## config.mk

```make
export PLATFORM = sky130hd
export DESIGN_NAME = lcd_char_driver_flat
export DESIGN_NICKNAME = d
export VERILOG_FILES = /design/src/rtl/lcd_char_if.sv /design/src/rtl/lcd_char_driver.sv /design/src/flat_wrapper.sv
export SDC_FILE = /design/constraint.sdc
export NUM_CORES = 1
export LEC_CHECK = 0
export CORE_MARGIN = 1.5
export CORE_UTILIZATION = 51
export CTS_CLUSTER_DIAMETER = 150
export DETAILED_ROUTE_END_ITERATION = 7
export PLACE_DENSITY = 0.76
export SLEW_MARGIN = 0
export SYNTH_ARGS = -nofsm -noshare
export SYNTH_HDL_FRONTEND = slang
export SYNTH_SLANG_ARGS = --single-unit
```

## constraint.sdc

```tcl
create_clock -name clk -period 2.6 [get_ports clk]
set_clock_uncertainty 0.2 [all_clocks]
set_input_delay 0.65 -clock clk [delete_from_list [all_inputs] [get_ports clk]]
set_output_delay 0.65 -clock clk [all_outputs]
set_load 0.05 [all_outputs]
```

## src/rtl/lcd_char_if.sv

```systemverilog
// lcd_char_if: bundle between the character-LCD write engine, the mode page
// that supplies characters, and the parallel HD44780 bus.
//
// Handshake: there is no valid/ready pair. The engine owns `index`. The mode
// page answers on `char_in` one clock after `index` changes, with no
// back-pressure. Every LCD transfer is a fixed strobe: RS/DATA set up, E high,
// E low, then a settle wait. RS and DATA are held from setup through the wait.
interface lcd_char_if;
  logic [7:0] char_in;     // ASCII code from the mode page (registered there)
  logic [4:0] index;       // cell select: 0-15 line 1, 16-31 line 2
  logic       lcd_rs;      // 0 = command, 1 = data
  logic       lcd_rw;      // always write
  logic       lcd_e;       // enable strobe
  logic [7:0] lcd_data;    // parallel data bus
  logic       init_done;   // panel initialised, sticky until reset
  logic       frame_done;  // one-cycle pulse at the end of each frame

  // Engine side
  modport master (
    input  char_in,
    output index, lcd_rs, lcd_rw, lcd_e, lcd_data, init_done, frame_done
  );

  // Mode page / panel side
  modport slave (
    output char_in,
    input  index, lcd_rs, lcd_rw, lcd_e, lcd_data, init_done, frame_done
  );
endinterface

```

## src/rtl/lcd_char_driver.sv

```systemverilog
// lcd_char_driver: write engine for a 16x2 HD44780-compatible character LCD.
// After reset it waits for panel power-up, sends the init commands
// (0x38, 0x0C, 0x06, 0x01) and then refreshes all 32 cells forever:
// 0x80, 16 line-1 characters, 0xC0, 16 line-2 characters.
//
// Optional feature macro: LCD_REFRESH_GAP_EN
//   defined   -> after each frame an idle GAP of REFRESH_GAP_CYC cycles
//   undefined -> the next frame's 0x80 command follows frame_done directly
//
// All delays share one 24-bit down-counter; every cycle parameter must be
// below 2^24 and at least 1.
module lcd_char_driver #(
  parameter int INIT_WAIT_CYC   = 750000,
  parameter int SETUP_CYC       = 4,
  parameter int E_PULSE_CYC     = 25,
  parameter int CMD_WAIT_CYC    = 2500,
  parameter int CLEAR_WAIT_CYC  = 100000,
  parameter int REFRESH_GAP_CYC = 500000
) (
  input  logic        clk,
  input  logic        rst,          // asynchronous, active low
  lcd_char_if.master  bus,
  output logic [2:0]  state_dbg_o   // current top-level state
);

  typedef enum logic [2:0] {
    S_PWR_WAIT = 3'd0,
    S_INIT     = 3'd1,
    S_ADDR     = 3'd2,
    S_FETCH    = 3'd3,
    S_WRITE    = 3'd4,
    S_GAP      = 3'd5
  } state_t;

  // Sub-phase of a strobe inside INIT, ADDR and WRITE
  typedef enum logic [1:0] {
    PH_SETUP = 2'd0,
    PH_HIGH  = 2'd1,
    PH_WAIT  = 2'd2
  } phase_t;

  localparam logic [23:0] C_INIT  = 24'(INIT_WAIT_CYC);
  localparam logic [23:0] C_SETUP = 24'(SETUP_CYC);
  localparam logic [23:0] C_PULSE = 24'(E_PULSE_CYC);
  localparam logic [23:0] C_CMD   = 24'(CMD_WAIT_CYC);
  localparam logic [23:0] C_CLEAR = 24'(CLEAR_WAIT_CYC);
  localparam logic [23:0] C_GAP   = 24'(REFRESH_GAP_CYC);
  // One cycle for the mode page's registered read, one margin cycle
  localparam logic [23:0] C_FETCH = 24'd2;

  state_t      state_q;
  phase_t      phase_q;
  logic [23:0] cnt_q;
  logic [1:0]  init_k_q;
  logic [4:0]  index_q;
  logic        lcd_e_q;
  logic        lcd_rs_q;
  logic [7:0]  lcd_data_q;
  logic        init_done_q;
  logic        frame_done_q;

  logic [23:0] cnt_dec_d;
  logic        cnt_done_d;
  logic [23:0] wait_len_d;
  logic [4:0]  index_inc_d;

  // Init command table, in issue order
  function automatic logic [7:0] init_cmd(input logic [1:0] k);
    case (k)
      2'd0:    init_cmd = 8'h38;  // 8-bit bus, 2 lines
      2'd1:    init_cmd = 8'h0C;  // display on, cursor off
      2'd2:    init_cmd = 8'h06;  // increment, no shift
      default: init_cmd = 8'h01;  // clear
    endcase
  endfunction

  // DDRAM set-address command for the start of a line
  function automatic logic [7:0] addr_cmd(input logic line2);
    addr_cmd = line2 ? 8'hC0 : 8'h80;
  endfunction

  // Counter decode and next-index arithmetic shared by all states
  always_comb begin
    cnt_dec_d   = cnt_q - 24'd1;
    cnt_done_d  = (cnt_q <= 24'd1);
    // Only the clear command needs the long settle time
    wait_len_d  = (state_q == S_INIT && init_k_q == 2'd3) ? C_CLEAR : C_CMD;
    index_inc_d = index_q + 5'd1;   // 31 wraps naturally to 0
  end

  // Main sequencer: power-up wait, init, address/fetch/write loop
  always_ff @(posedge clk or negedge rst) begin
    if (!rst) begin
      state_q      <= S_PWR_WAIT;
      phase_q      <= PH_SETUP;
      cnt_q        <= C_INIT;
      init_k_q     <= 2'd0;
      index_q      <= 5'd0;
      lcd_e_q      <= 1'b0;
      lcd_rs_q     <= 1'b0;
      lcd_data_q   <= 8'h00;
      init_done_q  <= 1'b0;
      frame_done_q <= 1'b0;
    end else begin
      frame_done_q <= 1'b0;
      case (state_q)
        S_PWR_WAIT: begin
          if (cnt_done_d) begin
            state_q    <= S_INIT;
            init_k_q   <= 2'd0;
            phase_q    <= PH_SETUP;
            cnt_q      <= C_SETUP;
            lcd_rs_q   <= 1'b0;
            lcd_data_q <= init_cmd(2'd0);
          end else begin
            cnt_q <= cnt_dec_d;
          end
        end

        S_INIT, S_ADDR, S_WRITE: begin
          if (!cnt_done_d) begin
            cnt_q <= cnt_dec_d;
          end else begin
            case (phase_q)
              PH_SETUP: begin
                phase_q <= PH_HIGH;
                cnt_q   <= C_PULSE;
                lcd_e_q <= 1'b1;
              end
              PH_HIGH: begin
                phase_q <= PH_WAIT;
                cnt_q   <= wait_len_d;
                lcd_e_q <= 1'b0;
              end
              PH_WAIT: begin
                // Settle wait over: RS/DATA may change from here on
                phase_q <= PH_SETUP;
                if (state_q == S_INIT) begin
                  cnt_q <= C_SETUP;
                  if (init_k_q == 2'd3) begin
                    init_done_q <= 1'b1;
                    state_q     <= S_ADDR;
                    lcd_rs_q    <= 1'b0;
                    lcd_data_q  <= addr_cmd(index_q[4]);
                  end else begin
                    init_k_q   <= init_k_q + 2'd1;
                    lcd_data_q <= init_cmd(init_k_q + 2'd1);
                  end
                end else if (state_q == S_ADDR) begin
                  state_q <= S_FETCH;
                  cnt_q   <= C_FETCH;
                end else begin
                  // Character written: advance to the next cell
                  index_q <= index_inc_d;
                  if (index_q == 5'd15) begin
                    state_q    <= S_ADDR;
                    cnt_q      <= C_SETUP;
                    lcd_rs_q   <= 1'b0;
                    lcd_data_q <= addr_cmd(1'b1);
                  end else if (index_q == 5'd31) begin
                    frame_done_q <= 1'b1;
`ifdef LCD_REFRESH_GAP_EN
                    state_q      <= S_GAP;
                    cnt_q        <= C_GAP;
`else
                    state_q      <= S_ADDR;
                    cnt_q        <= C_SETUP;
                    lcd_rs_q     <= 1'b0;
                    lcd_data_q   <= addr_cmd(1'b0);
`endif
                  end else begin
                    state_q <= S_FETCH;
                    cnt_q   <= C_FETCH;
                  end
                end
              end
              default: begin
                phase_q <= PH_SETUP;
                cnt_q   <= C_SETUP;
              end
            endcase
          end
        end

        S_FETCH: begin
          // Second fetch cycle: mode page output is valid, capture it
          if (cnt_done_d) begin
            state_q    <= S_WRITE;
            phase_q    <= PH_SETUP;
            cnt_q      <= C_SETUP;
            lcd_rs_q   <= 1'b1;
            lcd_data_q <= bus.char_in;
          end else begin
            cnt_q <= cnt_dec_d;
          end
        end

        S_GAP: begin
          // Only reachable with the refresh gap enabled; E stays low
          if (cnt_done_d) begin
            state_q    <= S_ADDR;
            phase_q    <= PH_SETUP;
            cnt_q      <= C_SETUP;
            lcd_rs_q   <= 1'b0;
            lcd_data_q <= addr_cmd(1'b0);
          end else begin
            cnt_q <= cnt_dec_d;
          end
        end

        default: begin
          state_q <= S_PWR_WAIT;
          phase_q <= PH_SETUP;
          cnt_q   <= C_INIT;
        end
      endcase
    end
  end

  assign bus.index      = index_q;
  assign bus.lcd_rs     = lcd_rs_q;
  assign bus.lcd_rw     = 1'b0;
  assign bus.lcd_e      = lcd_e_q;
  assign bus.lcd_data   = lcd_data_q;
  assign bus.init_done  = init_done_q;
  assign bus.frame_done = frame_done_q;
  assign state_dbg_o    = state_q;

endmodule

```

## src/flat_wrapper.sv

```systemverilog
// flat-port wrapper written by rule: the top's interface ports become plain ports
module lcd_char_driver_flat 
#(
  parameter int INIT_WAIT_CYC   = 750000,
  parameter int SETUP_CYC       = 4,
  parameter int E_PULSE_CYC     = 25,
  parameter int CMD_WAIT_CYC    = 2500,
  parameter int CLEAR_WAIT_CYC  = 100000,
  parameter int REFRESH_GAP_CYC = 500000
)
  (clk, rst, state_dbg_o, bus_char_in, bus_index, bus_lcd_rs, bus_lcd_rw, bus_lcd_e, bus_lcd_data, bus_init_done, bus_frame_done);
  lcd_char_if bus_i ();
  input  logic clk;
  input  logic rst;
  output logic [2:0] state_dbg_o;
  input wire logic [$bits(bus_i.char_in)-1:0] bus_char_in;
  output wire logic [$bits(bus_i.index)-1:0] bus_index;
  output wire logic [$bits(bus_i.lcd_rs)-1:0] bus_lcd_rs;
  output wire logic [$bits(bus_i.lcd_rw)-1:0] bus_lcd_rw;
  output wire logic [$bits(bus_i.lcd_e)-1:0] bus_lcd_e;
  output wire logic [$bits(bus_i.lcd_data)-1:0] bus_lcd_data;
  output wire logic [$bits(bus_i.init_done)-1:0] bus_init_done;
  output wire logic [$bits(bus_i.frame_done)-1:0] bus_frame_done;
  assign bus_i.char_in = bus_char_in;
  assign bus_index = bus_i.index;
  assign bus_lcd_rs = bus_i.lcd_rs;
  assign bus_lcd_rw = bus_i.lcd_rw;
  assign bus_lcd_e = bus_i.lcd_e;
  assign bus_lcd_data = bus_i.lcd_data;
  assign bus_init_done = bus_i.init_done;
  assign bus_frame_done = bus_i.frame_done;
  lcd_char_driver #(.INIT_WAIT_CYC(INIT_WAIT_CYC), .SETUP_CYC(SETUP_CYC), .E_PULSE_CYC(E_PULSE_CYC), .CMD_WAIT_CYC(CMD_WAIT_CYC), .CLEAR_WAIT_CYC(CLEAR_WAIT_CYC), .REFRESH_GAP_CYC(REFRESH_GAP_CYC)) u_core (.clk(clk), .rst(rst), .bus(bus_i), .state_dbg_o(state_dbg_o));
endmodule
```

### After elaboration in Yosys (flattened, before gate mapping)

Index checks and enable logic that the tools add are counted.

* register bits: 48
* bits of input ports: 10

* $add $sub $neg: 3
* magnitude comparators: 1
* equality and inequality tests: 24
* mux-type cells: 60
* bitwise logic cells: 2
* reductions and logical operators: 19

Operator list (number)
* 24-bit two-way mux: 5
* 8-bit two-way mux: 10
* 24-bit case mux with 3 select lines: 1
* 24-bit case mux with 2 select lines: 1
* 8-bit case mux with 4 select lines: 1
* 3-bit two-way mux: 10
* 24-bit by 1-bit <= comparator with 1-bit output, second input constant: 1
* 24-bit by 1-bit subtractor with 24-bit output, second input constant: 1
* 6-bit case mux with 3 select lines: 1
* 1-bit two-way mux: 17
* 17-bit two-way mux: 1
* 2-bit by 1-bit inequality test with 1-bit output, second input constant: 8
* 8-bit AND reduction: 2
* 2-bit two-way mux: 6
* 2-bit case mux with 2 select lines: 3
* 3-bit case mux with 4 select lines: 1
* 6-bit AND reduction: 2
* 5-bit AND reduction: 2
* 7-bit two-way mux: 1
* 2-bit equality test, second input constant: 3
* 3-bit by 2-bit equality test with 1-bit output, second input constant: 2
* 3-bit equality test, second input constant: 2
* 3-bit OR reduction: 2
* 5-bit by 1-bit adder with 5-bit output, second input constant: 1
* 21 further kinds: 25

### Logic depth before layout (Yosys ltp)

* depth in word-level cells: 8
* gate-level depth with buffers: 9

### Least setup slack after synthesis

No wires, ideal clock.

* path type: flip-flop to flip-flop
* start: reg u_core.cnt_q[0]
* end: reg u_core.cnt_q[12]
* library setup time: 0.079 ns
* arrival: 2.246 ns
* path slack: 0.076 ns
* cell stages (with the launch flop): 9
* buffers on the path: 1
* cells stage by stage: dfrtp_1 -> inv_1 -> ha_1 -> or3b_2 -> or2_2 -> buf_2 -> or3_2 -> xor2_1 -> o21ai_0

* word-level cells in the longest chain between the ends: 3

RTL lines
* from (decl): RTL line lcd_char_driver.sv:53 `logic [23:0] cnt_q;`
* from (signal assigned): RTL line lcd_char_driver.sv:116 `cnt_q <= cnt_dec_d;`
* from (signal assigned): RTL line lcd_char_driver.sv:122 `cnt_q <= cnt_dec_d;`
* from (signal assigned): RTL line lcd_char_driver.sv:132 `cnt_q <= wait_len_d;`
* 24-bit by 1-bit subtractor with 24-bit output or 24-bit by 1-bit <= comparator with 1-bit output (tied branches): RTL line lcd_char_driver.sv:84, lcd_char_driver.sv:85
* 24-bit two-way mux (on tied branches)
* 24-bit case mux with 2 select lines (*): RTL line lcd_char_driver.sv:106 `case (state_q)`

Every way passes the cells marked *; elsewhere a longest branch is shown, timed or not.
A chain may end at the register's enable or synchronous reset.

### Worst setup path in the final report

* start: reg u_core.cnt_q[7]
* end: reg u_core.lcd_data_q[5] (netlist: u_core.bus.lcd_data[5])

* word-level cells in the longest chain between the ends: 3

RTL lines
* 24-bit by 1-bit <= comparator with 1-bit output (*): RTL line lcd_char_driver.sv:85 `cnt_done_d = (cnt_q <= 24'd1);`
* 2-bit by 1-bit inequality test with 1-bit output (no line)
* 8-bit AND reduction (no line) (*)
* to (signal assigned): RTL line lcd_char_driver.sv:114 `lcd_data_q <= init_cmd(2'd0);`
* to (signal assigned): RTL line lcd_char_driver.sv:144 `lcd_data_q <= addr_cmd(index_q[4]);`
* to (signal assigned): RTL line lcd_char_driver.sv:147 `lcd_data_q <= init_cmd(init_k_q + 2'd1);`
* to (decl): RTL line lcd_char_driver.sv:58 `logic [7:0] lcd_data_q;`

Marked as above.

==> reports/metrics.cfg <==
[outcome]
outcome=finished clean

[sta]
fin_crit_sh=0.959
rsz0062_at_grt=false
slew_violations=0
max_freq_mhz=401
layout_min_cycle_time_ps=2490
fin_ws_ps=107
worstMarginPinSlew_ps=579
finalSetupViolations=0
hold_violations=0
relSlewSlack=0.614
final.setup.tns_ps=0
whs_ps=127

[critical_path]
worstPathRequired_ps=2590
cp-end-kind=register
cp_max_fo=7
crit_arrival_ps=2480
startpoint_type=register
crit_type=register to register

[drt]
ant_nets=0
wire_per_inst_um=15.9
via_per_inst=5.76
drtPass1Iterations=4
finalWirelength_um=6450
vias=2334
drt_iter0_markers=132
drc_errors=0

[cts]
path_clk_slew_ps=90
cts_num_sinks=48
cts-root-buf=clkbuf_8
clk_latency_ps=310
holdBufCountCts=0
clock_path_buffers=2
cts_max_level=2
cts_tree=done
cts_inserted_buffers=5

[grt]
grt_usage=0.233
grt_antenna_before_repair=0
gr-total-overflow=0
grt_first_pass_wirelength_um=11000
grt_pass1_vias=2348
grt_max_degree=26

[die]
start_util=0.537
die_x_um=77.1
core_mm2=0.00520
fp.dieH_um=77.1
ios=31
rows=26
die_area_mm2=0.00594

[layout]
post_route_cells_drive_above_1_share=0.242
multi_input_area_mm2=0.00151
diodes=0
fin_cells=405
regArea_mm2=0.00121
nNetsFinal=355
postLayoutCoreUtil=0.665
fin_area_mm2=0.00346
nFillCells=447
synthToLayoutAreaGrowth_pct=23.7

[yosys]
syn_area_per_cell_um2=9.71
synthArstFlopShare=1.00
yosys.area.top_type_share=0.340
synth_edf_count=0
ys_warn_count=0
netlist_area_mm2=0.00280
ys.flop_type=dfrtp_1
ys_types=52
syn_nets=309
ys_ff_latch=48
synth_top_area_cell=dfrtp_1
synth_cells=288
seq_area_frac_synth=0.434
netlist_top_cells_area=dfrtp_1 34%, dfstp_2 9.4%, xnor2_1 5.0%

[placed_design]
dp.cells=396
dp_hpwl_um=4710
place_area_mm2=0.00328
port_buffers=29
place_worst_setup_slack_ps=-12.8
gp_congestion=0.811

[run]
cap_violations=0

[power_and_ir_drop]
total_power_mw=1.37
ir_drop_uv=235
powerDensity_mw_per_mm2=396
p_leak_nw=1.51

[worst_hold_path]
hp-class=input pin to asynchronous set/reset pin

==> state kept, by name, summed over array words and instances (netlist names) <==
signal / flops
u_core.bus.index: 5
u_core.bus.lcd_e: 1
u_core.state_dbg_o: 3
u_core.phase_q: 2
u_core.bus.frame_done: 1
u_core.init_k_q: 2
u_core.bus.lcd_data: 8
u_core.bus.lcd_rs: 1
u_core.bus.init_done: 1
u_core.cnt_q: 24
==> per-layer routing <==
layer | part of all wire | global-route usage
met1 | 0.43 | 0.289
met5 | 0 | 0
met4 | 0.015 | 0.0691
met2 | 0.51 | 0.414
met3 | 0.038 | 0.0417
==> cell type report <==
class / count / share of cell area
clock buffers: 7 / 0.0278
clock inverters: 1 / 0.00868
inverters: 9 / 0.00976
multi-input cells: 215 / 0.436
flip-flops and latches: 48 / 0.351
well taps: 70 / 0.0253
repair buffers: 55 / 0.141
==> where the power goes <==
group          internal (mW)  leakage, nW  switching (mW)  total (mW)
Combinational         0.0142        0.845          0.0198      0.0340
Sequential             0.747        0.599               0       0.747
Clock                  0.339       0.0645           0.249       0.589
Total                   1.10         1.51           0.269        1.37
==> final timing paths <==
path / from / to / slack (ps) / depth (start not counted)
worst min-delay path: rst / u_core.cnt_q[22]$_DFF_PN0_ / 130 / 1
worst min register to register: u_core.bus.init_done$_DFFE_PN0P_ / u_core.bus.init_done$_DFFE_PN0P_ / 270 / 1
worst max-delay path: u_core.cnt_q[7]$_DFF_PN1_ / u_core.bus.lcd_data[5]$_DFFE_PN0P_ / 110 / 7
max in group asynchronous: rst / u_core.cnt_q[16]$_DFF_PN1_ / 1470 / 2
worst max register to register: u_core.cnt_q[7]$_DFF_PN1_ / u_core.bus.lcd_data[5]$_DFFE_PN0P_ / 110 / 7
min in group clk: u_core.bus.init_done$_DFFE_PN0P_ / u_core.bus.init_done$_DFFE_PN0P_ / 270 / 1
==> logic make-up after synthesis <==
kind of cell	count (synthesis)	share of synthesized area
other	1	0.00134
AOI/OAI and AO/OA	67	0.152
xor gates and xnor gates	22	0.0689
DFF	48	0.434
muxes	13	0.0519
and+or+nand+nor	101	0.203
adders and majority gates	11	0.0492
buffers and inverters	25	0.0403
==> worst max-delay path, cell delays in order, from the launching register on <==
cell	delay, ps
dfstp_2	390
or4_1	560
nor4_2	280
buf_4	180
nand3_4	110
nor2_4	140
buf_4	170
mux2_2	340
==> Yosys cell counts, drive strengths merged (2+ instances only) <==
cell     n
buf      9
nand2   12
a22oi    2
dfrtp   38
nand2b   5
dfstp   10
o31ai    6
and3     4
clkbuf   7
o41ai    2
a31oi    3
xnor2   16
a21oi   15
or3      7
and2     3
o21a     2
nor3    12
a22o     4
ha      11
inv      9
nor2b    2
nand3    3
or4      8
or2      3
a31o     2
nor4     7
mux2    12
xor2     6
nor2    30
o21ai   23
nand4    2
a32o     2
==> what timing repair did <==
| action | in CTS | in global routing |
|---|---|---|
| buffers inserted | 0 | 1 |
| hold endpoints to repair | 0 | 0 |
| endpoints found under the setup margin | 1 | 15 |
| resized for setup | 1 | 8 |
==> cells in the final DEF (no fill, tap or decap), types with 10 or more instances in the layout <==
| cell | Yosys | final |
|---|---|---|
| a21oi_1 | 15 | 15 |
| nand2_1 | 12 | 12 |
| nor2_1 | 28 | 28 |
| xnor2_1 | 16 | 16 |
| buf_4 | 1 | 27 |
| dfstp_2 | 10 | 10 |
| nor3_1 | 12 | 12 |
| clkdlybuf4s50_1 | 0 | 25 |
| o21ai_0 | 23 | 22 |
| mux2_2 | 12 | 12 |
| ha_1 | 11 | 11 |
| dfrtp_1 | 38 | 38 |
No activity file was read; power rests on OpenSTA's default activity.
